--- config.mk ---
export PLATFORM = sky130hd
export DESIGN_NAME = vx_pe_credit_ctrl
export DESIGN_NICKNAME = d
export VERILOG_FILES = /design/src/rtl/VX_gpu_pkg.sv /design/src/rtl/VX_pe_credit_cnt.sv /design/src/rtl/vx_pe_credit_ctrl.sv
export SDC_FILE = /design/constraint.sdc
export NUM_CORES = 1
export LEC_CHECK = 0
export CORE_MARGIN = 3
export CORE_UTILIZATION = 30
export DETAILED_ROUTE_END_ITERATION = 10
export PLACE_DENSITY = 0.64
export SYNTH_ARGS = -nofsm -noshare
export SYNTH_HDL_FRONTEND = slang
export SYNTH_HIERARCHICAL = 1
export SYNTH_SLANG_ARGS = --single-unit
--- constraint.sdc ---
create_clock -name clk -period 3.7 [get_ports clk]
set_input_delay 0.74 -clock clk [delete_from_list [all_inputs] [get_ports clk]]
set_output_delay 0.74 -clock clk [all_outputs]
set_load 0.01 [all_outputs]
--- src/rtl/VX_gpu_pkg.sv ---
// Shared GPU execute-unit types: PE credit-count width helper, dispatch buffer
// sideband record and the transaction lock state encoding.
package VX_gpu_pkg;

    localparam int PE_SEL_MAXW = 8;

    function automatic int UP(input int x);
        return (x > 0) ? x : 1;
    endfunction

    function automatic int PE_CREDIT_BITS(input int max_credits);
        return (max_credits < 1) ? 1 : $clog2(max_credits + 1);
    endfunction

    typedef struct packed {
        logic [PE_SEL_MAXW-1:0] sel;
        logic                   sop;
        logic                   eop;
    } pe_req_buf_t;

    typedef enum logic {
        LOCK_OFF = 1'b0,
        LOCK_ON  = 1'b1
    } pe_lock_state_t;

endpackage

--- src/rtl/VX_pe_credit_cnt.sv ---
// Per-PE outstanding-credit counter: saturating up/down, reports credit
// availability and non-zero occupancy.
module VX_pe_credit_cnt
    import VX_gpu_pkg::*;
#(
    parameter int MAX_CREDITS = 4,
    parameter int CNTW        = PE_CREDIT_BITS(MAX_CREDITS)
) (
    input  logic            clk,
    input  logic            reset,
    input  logic            incr,
    input  logic            decr,
    output logic [CNTW-1:0] count,
    output logic            has_credit,
    output logic            busy
);

    localparam logic [CNTW-1:0] MAX_CNT = CNTW'(MAX_CREDITS);

    logic [CNTW-1:0] count_r;

    // Simultaneous increment and return cancel; a return at zero is dropped.
    always_ff @(posedge clk or negedge reset) begin
        if (!reset) begin
            count_r <= '0;
        end else if (incr && !decr) begin
            if (count_r != MAX_CNT) count_r <= count_r + 1'b1;
        end else if (decr && !incr) begin
            if (count_r != '0) count_r <= count_r - 1'b1;
        end
    end

    assign count      = count_r;
    assign has_credit = (count_r < MAX_CNT);
    assign busy       = (count_r != '0);

    credit_underflow: assert property (@(posedge clk) disable iff (!reset)
        !(decr && !incr && (count_r == '0)));

endmodule

--- src/rtl/vx_pe_credit_ctrl.sv ---
// Credit-based PE dispatch controller with sop..eop transaction locking and a
// 2-entry output buffer. Define PE_CREDIT_PERF_EN to build the stall counter.
module vx_pe_credit_ctrl
    import VX_gpu_pkg::*;
#(
    parameter int PE_COUNT      = 1,
    parameter int DATAW         = 1,
    parameter int MAX_CREDITS   = 4,
    parameter int PE_SEL_BITS   = $clog2(PE_COUNT),
    parameter int PERF_CTR_BITS = 44
) (
    input  logic                       clk,
    input  logic                       reset,
    input  logic                       req_valid_in,
    output logic                       req_ready_in,
    input  logic [DATAW-1:0]           req_data_in,
    input  logic                       req_sop_in,
    input  logic                       req_eop_in,
    output logic                       req_valid_out,
    input  logic                       req_ready_out,
    output logic [DATAW-1:0]           req_data_out,
    output logic                       req_sop_out,
    output logic                       req_eop_out,
    output logic [UP(PE_SEL_BITS)-1:0] pe_sel_out,
    input  logic [PE_COUNT-1:0]        rsp_fire_in,
    output logic [PE_COUNT-1:0]        pe_busy_out,
    output logic                       idle_out,
    output logic [PERF_CTR_BITS-1:0]   perf_stalls_out
);

    localparam int SELW = UP(PE_SEL_BITS);
    localparam int CNTW = PE_CREDIT_BITS(MAX_CREDITS);

    logic [CNTW-1:0]     cnt [PE_COUNT];
    logic [PE_COUNT-1:0] has_credit;
    logic [PE_COUNT-1:0] cnt_incr;

    logic [SELW-1:0]     min_sel;
    logic [CNTW-1:0]     min_cnt;
    logic [SELW-1:0]     sel;
    logic                sel_credit;
    logic                buf_full;
    logic                accept;

    pe_lock_state_t      lock_state, lock_state_n;
    logic [SELW-1:0]     lock_sel, lock_sel_n;

    for (genvar i = 0; i < PE_COUNT; i++) begin : g_cnt
        VX_pe_credit_cnt #(
            .MAX_CREDITS (MAX_CREDITS),
            .CNTW        (CNTW)
        ) u_cnt (
            .clk        (clk),
            .reset      (reset),
            .incr       (cnt_incr[i]),
            .decr       (rsp_fire_in[i]),
            .count      (cnt[i]),
            .has_credit (has_credit[i]),
            .busy       (pe_busy_out[i])
        );
    end

    // Strict less-than keeps ties on the lowest index.
    always_comb begin
        min_sel = '0;
        min_cnt = cnt[0];
        for (int unsigned i = 1; i < PE_COUNT; i++) begin
            if (cnt[i] < min_cnt) begin
                min_cnt = cnt[i];
                min_sel = SELW'(i);
            end
        end
    end

    assign sel = (lock_state == LOCK_ON) ? lock_sel : min_sel;

    always_comb begin
        sel_credit = 1'b0;
        cnt_incr   = '0;
        for (int unsigned i = 0; i < PE_COUNT; i++) begin
            if (sel == SELW'(i)) begin
                sel_credit  = has_credit[i];
                cnt_incr[i] = accept;
            end
        end
    end

    assign req_ready_in = reset && !buf_full && sel_credit;
    assign accept       = req_valid_in && req_ready_in;

    always_ff @(posedge clk or negedge reset) begin
        if (!reset) begin
            lock_state <= LOCK_OFF;
            lock_sel   <= '0;
        end else begin
            lock_state <= lock_state_n;
            lock_sel   <= lock_sel_n;
        end
    end

    // A non-sop packet while unlocked simply starts a new transaction.
    always_comb begin
        lock_state_n = lock_state;
        lock_sel_n   = lock_sel;
        case (lock_state)
            LOCK_OFF: begin
                if (accept && !req_eop_in) begin
                    lock_state_n = LOCK_ON;
                    lock_sel_n   = sel;
                end
            end
            LOCK_ON: begin
                if (accept && req_eop_in) lock_state_n = LOCK_OFF;
            end
            default: lock_state_n = LOCK_OFF;
        endcase
    end

    sop_while_locked: assert property (@(posedge clk) disable iff (!reset)
        !(accept && (lock_state == LOCK_ON) && req_sop_in));

    logic [DATAW-1:0] data_q [2];
    pe_req_buf_t      side_q [2];
    pe_req_buf_t      side_in;
    pe_req_buf_t      head;
    logic             wr_ptr, rd_ptr;
    logic [1:0]       fill;
    logic             pop;

    assign side_in.sel = PE_SEL_MAXW'(sel);
    assign side_in.sop = req_sop_in;
    assign side_in.eop = req_eop_in;

    assign buf_full = (fill == 2'd2);
    assign pop      = req_valid_out && req_ready_out;

    always_ff @(posedge clk or negedge reset) begin
        if (!reset) begin
            data_q[0] <= '0;
            data_q[1] <= '0;
            side_q[0] <= '0;
            side_q[1] <= '0;
            wr_ptr    <= 1'b0;
            rd_ptr    <= 1'b0;
            fill      <= '0;
        end else begin
            if (accept) begin
                data_q[wr_ptr] <= req_data_in;
                side_q[wr_ptr] <= side_in;
                wr_ptr         <= ~wr_ptr;
            end
            if (pop) rd_ptr <= ~rd_ptr;
            case ({accept, pop})
                2'b10:   fill <= fill + 2'd1;
                2'b01:   fill <= fill - 2'd1;
                default: fill <= fill;
            endcase
        end
    end

    assign head          = side_q[rd_ptr];
    assign req_valid_out = (fill != 2'd0);
    assign req_data_out  = data_q[rd_ptr];
    assign req_sop_out   = head.sop;
    assign req_eop_out   = head.eop;
    assign pe_sel_out    = SELW'(head.sel);

    assign idle_out = !(|pe_busy_out) && (fill == 2'd0);

`ifdef PE_CREDIT_PERF_EN
    logic [PERF_CTR_BITS-1:0] perf_stalls;

    always_ff @(posedge clk or negedge reset) begin
        if (!reset) begin
            perf_stalls <= '0;
        end else if (req_valid_in && !buf_full && !sel_credit) begin
            perf_stalls <= perf_stalls + 1'b1;
        end
    end

    assign perf_stalls_out = perf_stalls;
`else
    assign perf_stalls_out = '0;
`endif

endmodule

==> out/results.tsv, run 1 <==
metric	value	unit
dieArea	4730	sq um
syn_inst	116	
cts_buffer_depth	2	
syn_area	1180	sq um
wirelength	1.96	mm
crit_path_top_delay_cell	or4b_1	
gp_congestion	0.664	
critPathArrivalTime	3.15	ns
layout-drive-gt1-share	11.9	%
io_pins	60	
crit_required	3.87	ns
cts.sinks	17	
p_leak	0.622	nW
clk_pin_slew_worst_paths	0.07	ns
post_cts_buffers	0	
fin_crit	2.98	ns
maxCapViolCount	0	
htree_levels	1	
slew_violations	0	
path_class	primary input to flip-flop	
setup_violations	0	
die_y	68.7	microns
drt_first_iter_violations	5	
seq_area_frac_synth	36.0	%
die_x	68.7	microns
hp-class	flip-flop to flip-flop	
synth_area_leaders	dfrtp_1 (36%), buf_4 (28%), mux2_2 (9.5%)	
relSlewSlack	57.6	%
dp_slack	0.483	ns
clockRootBuffer	clkbuf_8	
cts_buffers	3	
fin_ws	0.722	ns
finalClockSkew	0.00199	ns
nFillCells	387	
avgSynthCellArea	10.2	sq um
hold_depth	1	
clock_latency	0.25	ns
path_delay_family	simple AND/OR/NAND/NOR gates	
design.core.area	3720	sq um
drc_errors	0	
max_stage_delay	0.61	ns
wire_per_inst	10.7	microns
cp-end-kind	flip-flop	
worst-path-stages	8	
ys_ff_latch	17	
vdd_drop_max	247	uV
yosys_warnings	6	
place_hpwl	1.58	mm
initial_core_util	31.8	%
max_freq	336	MHz
period_share	80.5	%
grt_pass1_vias	672	
crit_chain	clkdlybuf4s50_1, nand2_1, or4b_1, inv_1, nand2b_1, fa_1, o311ai_1, a21boi_1	
holdBufCountCts	0	
yosysTopAreaCell	dfrtp_1	
gr-total-overflow	0	
grt_pass1_wl	2.93	mm
crit_fanout	5	
hold_viol_final	0	
synthDominantCellAreaShare	36.0	%
rsz0062_at_grt	false	
ant_nets	0	
status	completed	
power.density	684	nW/um^2
hp-start	lock_sel$_DFFE_PN0P_	
io_buffers	15	
yosysUniqueCellTypes	29	
fin_setup_tns	0	ns
cts_tree	done	
track_usage	8.29	%
critPathBufInv	2	
vias	712	
viasPerCell	3.91	
reg2reg_from	g_cnt[0].u_cnt/count[2]$_DFFE_PN0P_	
antenna_cells	0	
worstSetupStartpoint	reset	
nets	145	
drtPass1Iterations	2	
r2r_cells	8	
area_growth	7.63	%
grt_max_degree	20	
startpoint_type	primary input	
antenna_found_initial	0	
placementRows	22	
worst_pin_slew	0.631	ns
cts-resized-gates	0	
-- area by class of cell --
type | instances | area [sq um] | area share, %
clock buffers | 3 | 41.3 | 3.25
clock inverters | 1 | 5.00 | 0.394
inverters | 4 | 15.0 | 1.18
multi-input cells | 93 | 567 | 44.6
flip-flops and latches | 17 | 425 | 33.5
well taps | 48 | 60.1 | 4.72
repair buffers | 16 | 158 | 12.4
-- cell usage after synthesis --
master,instances
or4b_1,1
xnor2_1,3
dfrtp_1,17
o21ai_0,1
inv_1,4
a22o_1,1
buf_4,44
fa_1,1
nor3_1,3
nand2b_1,2
or2_2,1
buf_2,1
conb_1,1
nor2_1,3
nand2_1,2
nand3b_1,1
ha_1,1
o311ai_1,1
o21a_1,1
a21oi_1,1
xor2_1,4
nand4_1,1
and2_1,2
o22ai_1,1
nor2b_1,3
nand4b_1,1
mux2i_1,3
a21boi_1,1
mux2_2,10
-- per-stage QoR --
| stage | util, % | cells | hold slack (ns) | cell area (sq um) | power (W) |
|---|---|---|---|---|---|
| finish | 34.2 | 182 | 0.495 | 1270 | 0.000870 |
| floorplan | - | 159 | 0.444 | 1340 | 0.000618 |
| global placement | 33.0 | 178 | 0.465 | 1220 | 0.000712 |
| detailed placement | 33.0 | 178 | 0.472 | 1220 | 0.000738 |
| global route | 34.2 | 182 | 0.510 | 1270 | 0.000934 |
| CTS | 34.2 | 182 | 0.502 | 1270 | 0.000881 |
-- registers in the layout, summed over array words and instances, names as in the netlist, named ones only --
name and count:
side_q 6, g_cnt.u_cnt/count 3, data_q 2, fill 2
lock_sel 1, rd_ptr 1, wr_ptr 1
-- power breakdown --
part | internal [W] | switching, W | total, W
registers | 0.000265 | 0.0000695 | 0.000335
logic | 0.000217 | 0.000180 | 0.000397
clock network | 0.0000746 | 0.0000637 | 0.000138
total | 0.000557 | 0.000313 | 0.000870
-- cells in the final DEF, fill, tap and decap left out, drive strengths merged, types with 3 or more instances in the layout --
| cell type | netlist | layout |
|---|---|---|
| nor2b | 3 | 3 |
| nor3 | 3 | 3 |
| mux2 | 10 | 10 |
| inv | 4 | 4 |
| nor2 | 3 | 3 |
| clkdlybuf4s50 | 0 | 15 |
| clkbuf | 0 | 3 |
| conb | 1 | 44 |
| xor2 | 4 | 4 |
| mux2i | 3 | 3 |
| dfrtp | 17 | 17 |
| xnor2 | 3 | 3 |
-- path summary, 6_finish.rpt --
path / to / slack [ns]
setup / recovery: g_cnt[0].u_cnt/count[2]$_DFFE_PN0P_ / 0.72
hold reg to reg: lock_sel$_DFFE_PN0P_ / 0.49
setup reg to reg: g_cnt[0].u_cnt/count[2]$_DFFE_PN0P_ / 1.11
hold / removal: lock_sel$_DFFE_PN0P_ / 0.49
min in group asynchronous: side_q[11]$_DFFE_PN0P_ / 0.87
max in group asynchronous: g_cnt[0].u_cnt/count[1]$_DFFE_PN0P_ / 2.64
-- layer usage --
layer / vias to the layer above / share of wire [%] / GRT usage (%)
met4: 0 / 1.5 / 4.87
met5: - / 0 / 0
met1: 356 / 37 / 8.72
met3: 4 / 6.0 / 1.62
li1: 325 / - / -
met2: 27 / 55 / 15.1
-- cell families (layout without fill, tap and decap cells) --
logic type / after synthesis / count (layout) / synth area share (%)
buffers and inverters: 49 / 24 / 29.7
and+or+nand+nor: 20 / 20 / 9.85
DFF: 17 / 17 / 36.0
muxes: 13 / 13 / 12.1
AOI/OAI and AO/OA: 7 / 7 / 4.13
xor gates and xnor gates: 7 / 7 / 5.19
adders and majority gates: 2 / 2 / 2.75
other: 1 / 44 / 0.317
(Power assumes the default switching activity.)
==> inputs of run 2 (changes only) <==
--- a/config.mk
+++ b/config.mk
@@ -8,7 +8,7 @@
 export CORE_MARGIN = 3
 export CORE_UTILIZATION = 30
 export DETAILED_ROUTE_END_ITERATION = 10
-export PLACE_DENSITY = 0.64
+export PLACE_DENSITY = 0.67
 export SYNTH_ARGS = -nofsm -noshare
 export SYNTH_HDL_FRONTEND = slang
 export SYNTH_HIERARCHICAL = 1
==> constraint.sdc (replaced) <==
create_clock -name clk -period 2.5 [get_ports clk]
set_input_delay 0.5 -clock clk [delete_from_list [all_inputs] [get_ports clk]]
set_output_delay 0.5 -clock clk [all_outputs]
set_load 0.01 [all_outputs]
==> run 2 against run 1 <==
Effect of this change:
- die area is the same
- sequential share of layout area decreased by 1.3 points
- combinational power is 51% higher
- critical endpoint unchanged
- register-to-register slack worse by 0.82 ns
- clock-buffer cell count unchanged
- worst hold slack got worse by 0.018 ns
- total power up 48%
- critical path type unchanged
- via count is 2.2% lower
- non-clock buffer count up 7
- critical path depth is the same
- routed wire length is 11% lower
- sequential cell count did not move
==> out/results.tsv, run 2 (synthesized netlist as in run 1, its figures left out) <==
metric	value	unit
status	completed	
crit_required	2.68	ns
power.density	974	nW/um^2
htree_levels	1	
power_switching	0.000443	W
clock_power_share	15.7	%
track_usage	7.47	%
place_hpwl	1.43	mm
grt_pass1_vias	612	
gr-total-overflow	0	
dp_cells	185	
antenna_found_initial	0	
worstSetupStartpoint	reset	
reg2reg_from	fill[1]$_DFFE_PN0P_	
viasPerCell	3.68	
hp-start	lock_sel$_DFFE_PN0P_	
p_leak	0.657	nW
holdBufCountCts	0	
finalClockSkew	0.00208	ns
cts_buffer_depth	2	
drt_first_iter_violations	20	
dieArea	4730	sq um
crit_fanout	4	
clk_pin_slew_worst_paths	0.07	ns
largest_reg_flops	6	
io_buffers	15	
design.core.area	3720	sq um
nets	152	
cts_buffers	3	
antenna_cells	0	
top_register	side_q	
initial_core_util	31.8	%
internal_power	0.000846	W
io_pins	60	
cts.sinks	17	
drtPass1Iterations	4	
power_frac_seq	37.9	%
maxCapViolCount	0	
fin_cells	189	
layout-drive-gt1-share	16.3	%
hold_viol_final	0	
fin_ws	0.130	ns
ant_nets	0	
crit_chain	clkdlybuf4s50_1, nand2_1, or4b_1, inv_1, nand2b_1, fa_1, o311ai_1, a21boi_1	
nFillCells	387	
path_class	primary input to flip-flop	
vias	696	
vdd_drop_max	532	uV
fin_crit	2.37	ns
multiInputGateArea	567	sq um
area_growth	12.1	%
period_share	94.8	%
critPathArrivalTime	2.55	ns
rsz0062_at_grt	false	
grt_pass1_wl	2.63	mm
hp-class	flip-flop to flip-flop	
clockRootBuffer	clkbuf_8	
dp_slack	-0.184	ns
die_y	68.7	microns
gp_congestion	0.739	
swShare	34.4	%
utilization	35.6	%
seqCellArea	425	sq um
placementRows	22	
p_comb_share	46.4	%
max_freq	422	MHz
startpoint_type	primary input	
die_x	68.7	microns
cts_tree	done	
wire_per_inst	9.16	microns
wirelength	1.73	mm
max_stage_delay	0.49	ns
clock_latency	0.25	ns
drc_errors	0	
slew_violations	0	
cp-end-kind	flip-flop	
setup_violations	0	
crit_path_top_delay_cell	or4b_1	
final_common_cell	conb_1	
grt_max_degree	20	
layout_common_cells	conb_1 (44), dfrtp_1 (17), clkdlybuf4s50_1 (15)	
## run 2: changes by cell type in the layout (fill, tap and decap cells not counted), sizes merged
cell	change
buf	+7
## run 2: through the flow
step	hold slack [ns]	area, sq um	setup TNS (ns)	power, W
2_1_floorplan	0.204	1340	0	0.000914
3_3_place_gp	0.466	1280	-0.142	0.00109
3_5_place_dp	0.467	1280	-0.184	0.00110
4_1_cts	0.482	1320	0	0.00131
5_1_grt	0.500	1320	0	0.00140
6_report	0.477	1320	0	0.00129
## run 2: worst paths after layout
| path | endpoint | slack [ns] | depth (start not counted) |
|---|---|---|---|
| min in group asynchronous | asynchronous set/reset pin | 0.61 | 2 |
| setup reg to reg | g_cnt[0].u_cnt/count[2]$_DFFE_PN0P_ | 0.29 | 7 |
| max in group asynchronous | side_q[2]$_DFFE_PN0P_ | 1.70 | 2 |
| setup / recovery | g_cnt[0].u_cnt/count[2]$_DFFE_PN0P_ | 0.13 | 8 |
| hold reg to reg | lock_sel$_DFFE_PN0P_ | 0.48 | 1 |
| hold / removal | lock_sel$_DFFE_PN0P_ | 0.48 | 1 |
## run 2: cell type report
class	instances	area share [%]
multi-input combinational	93	42.8
sequential	17	32.1
timing repair buffer	23	15.9
tap	48	4.54
clock buffer	3	3.12
inverter	4	1.13
clock inverter	1	0.378
## run 2: power by group through the flow
stage	clock, W	sequential (W)	combinational (W)
6_report	0.000202	0.000488	0.000598
5_1_grt	0.000225	0.000512	0.000663
4_1_cts	0.000209	0.000490	0.000607
3_5_place_dp	0	0.000494	0.000605
3_3_place_gp	0	0.000493	0.000598
2_1_floorplan	0	0.000471	0.000443
## run 2: routing by layer
metal,global-route usage (%),up-vias,part of all wire [%]
li1,-,344,-
met1,8.70,319,41
met2,12.9,31,51
met3,1.62,2,6.9
met4,3.65,0,1.1
met5,0,-,0
## run 2: critical path: cells and delay by family
family,cells,cell delay [ns]
AO/OA/AOI/OAI,2,0.42
adder cells (fa/ha/maj),1,0.42
buffers and inverters,2,0.57
AND/OR/NAND/NOR,3,0.63
## run 2: what timing repair did
item	CTS	global route
gates resized for setup	0	0
setup buffers	0	0
endpoints found under the setup margin	0	1
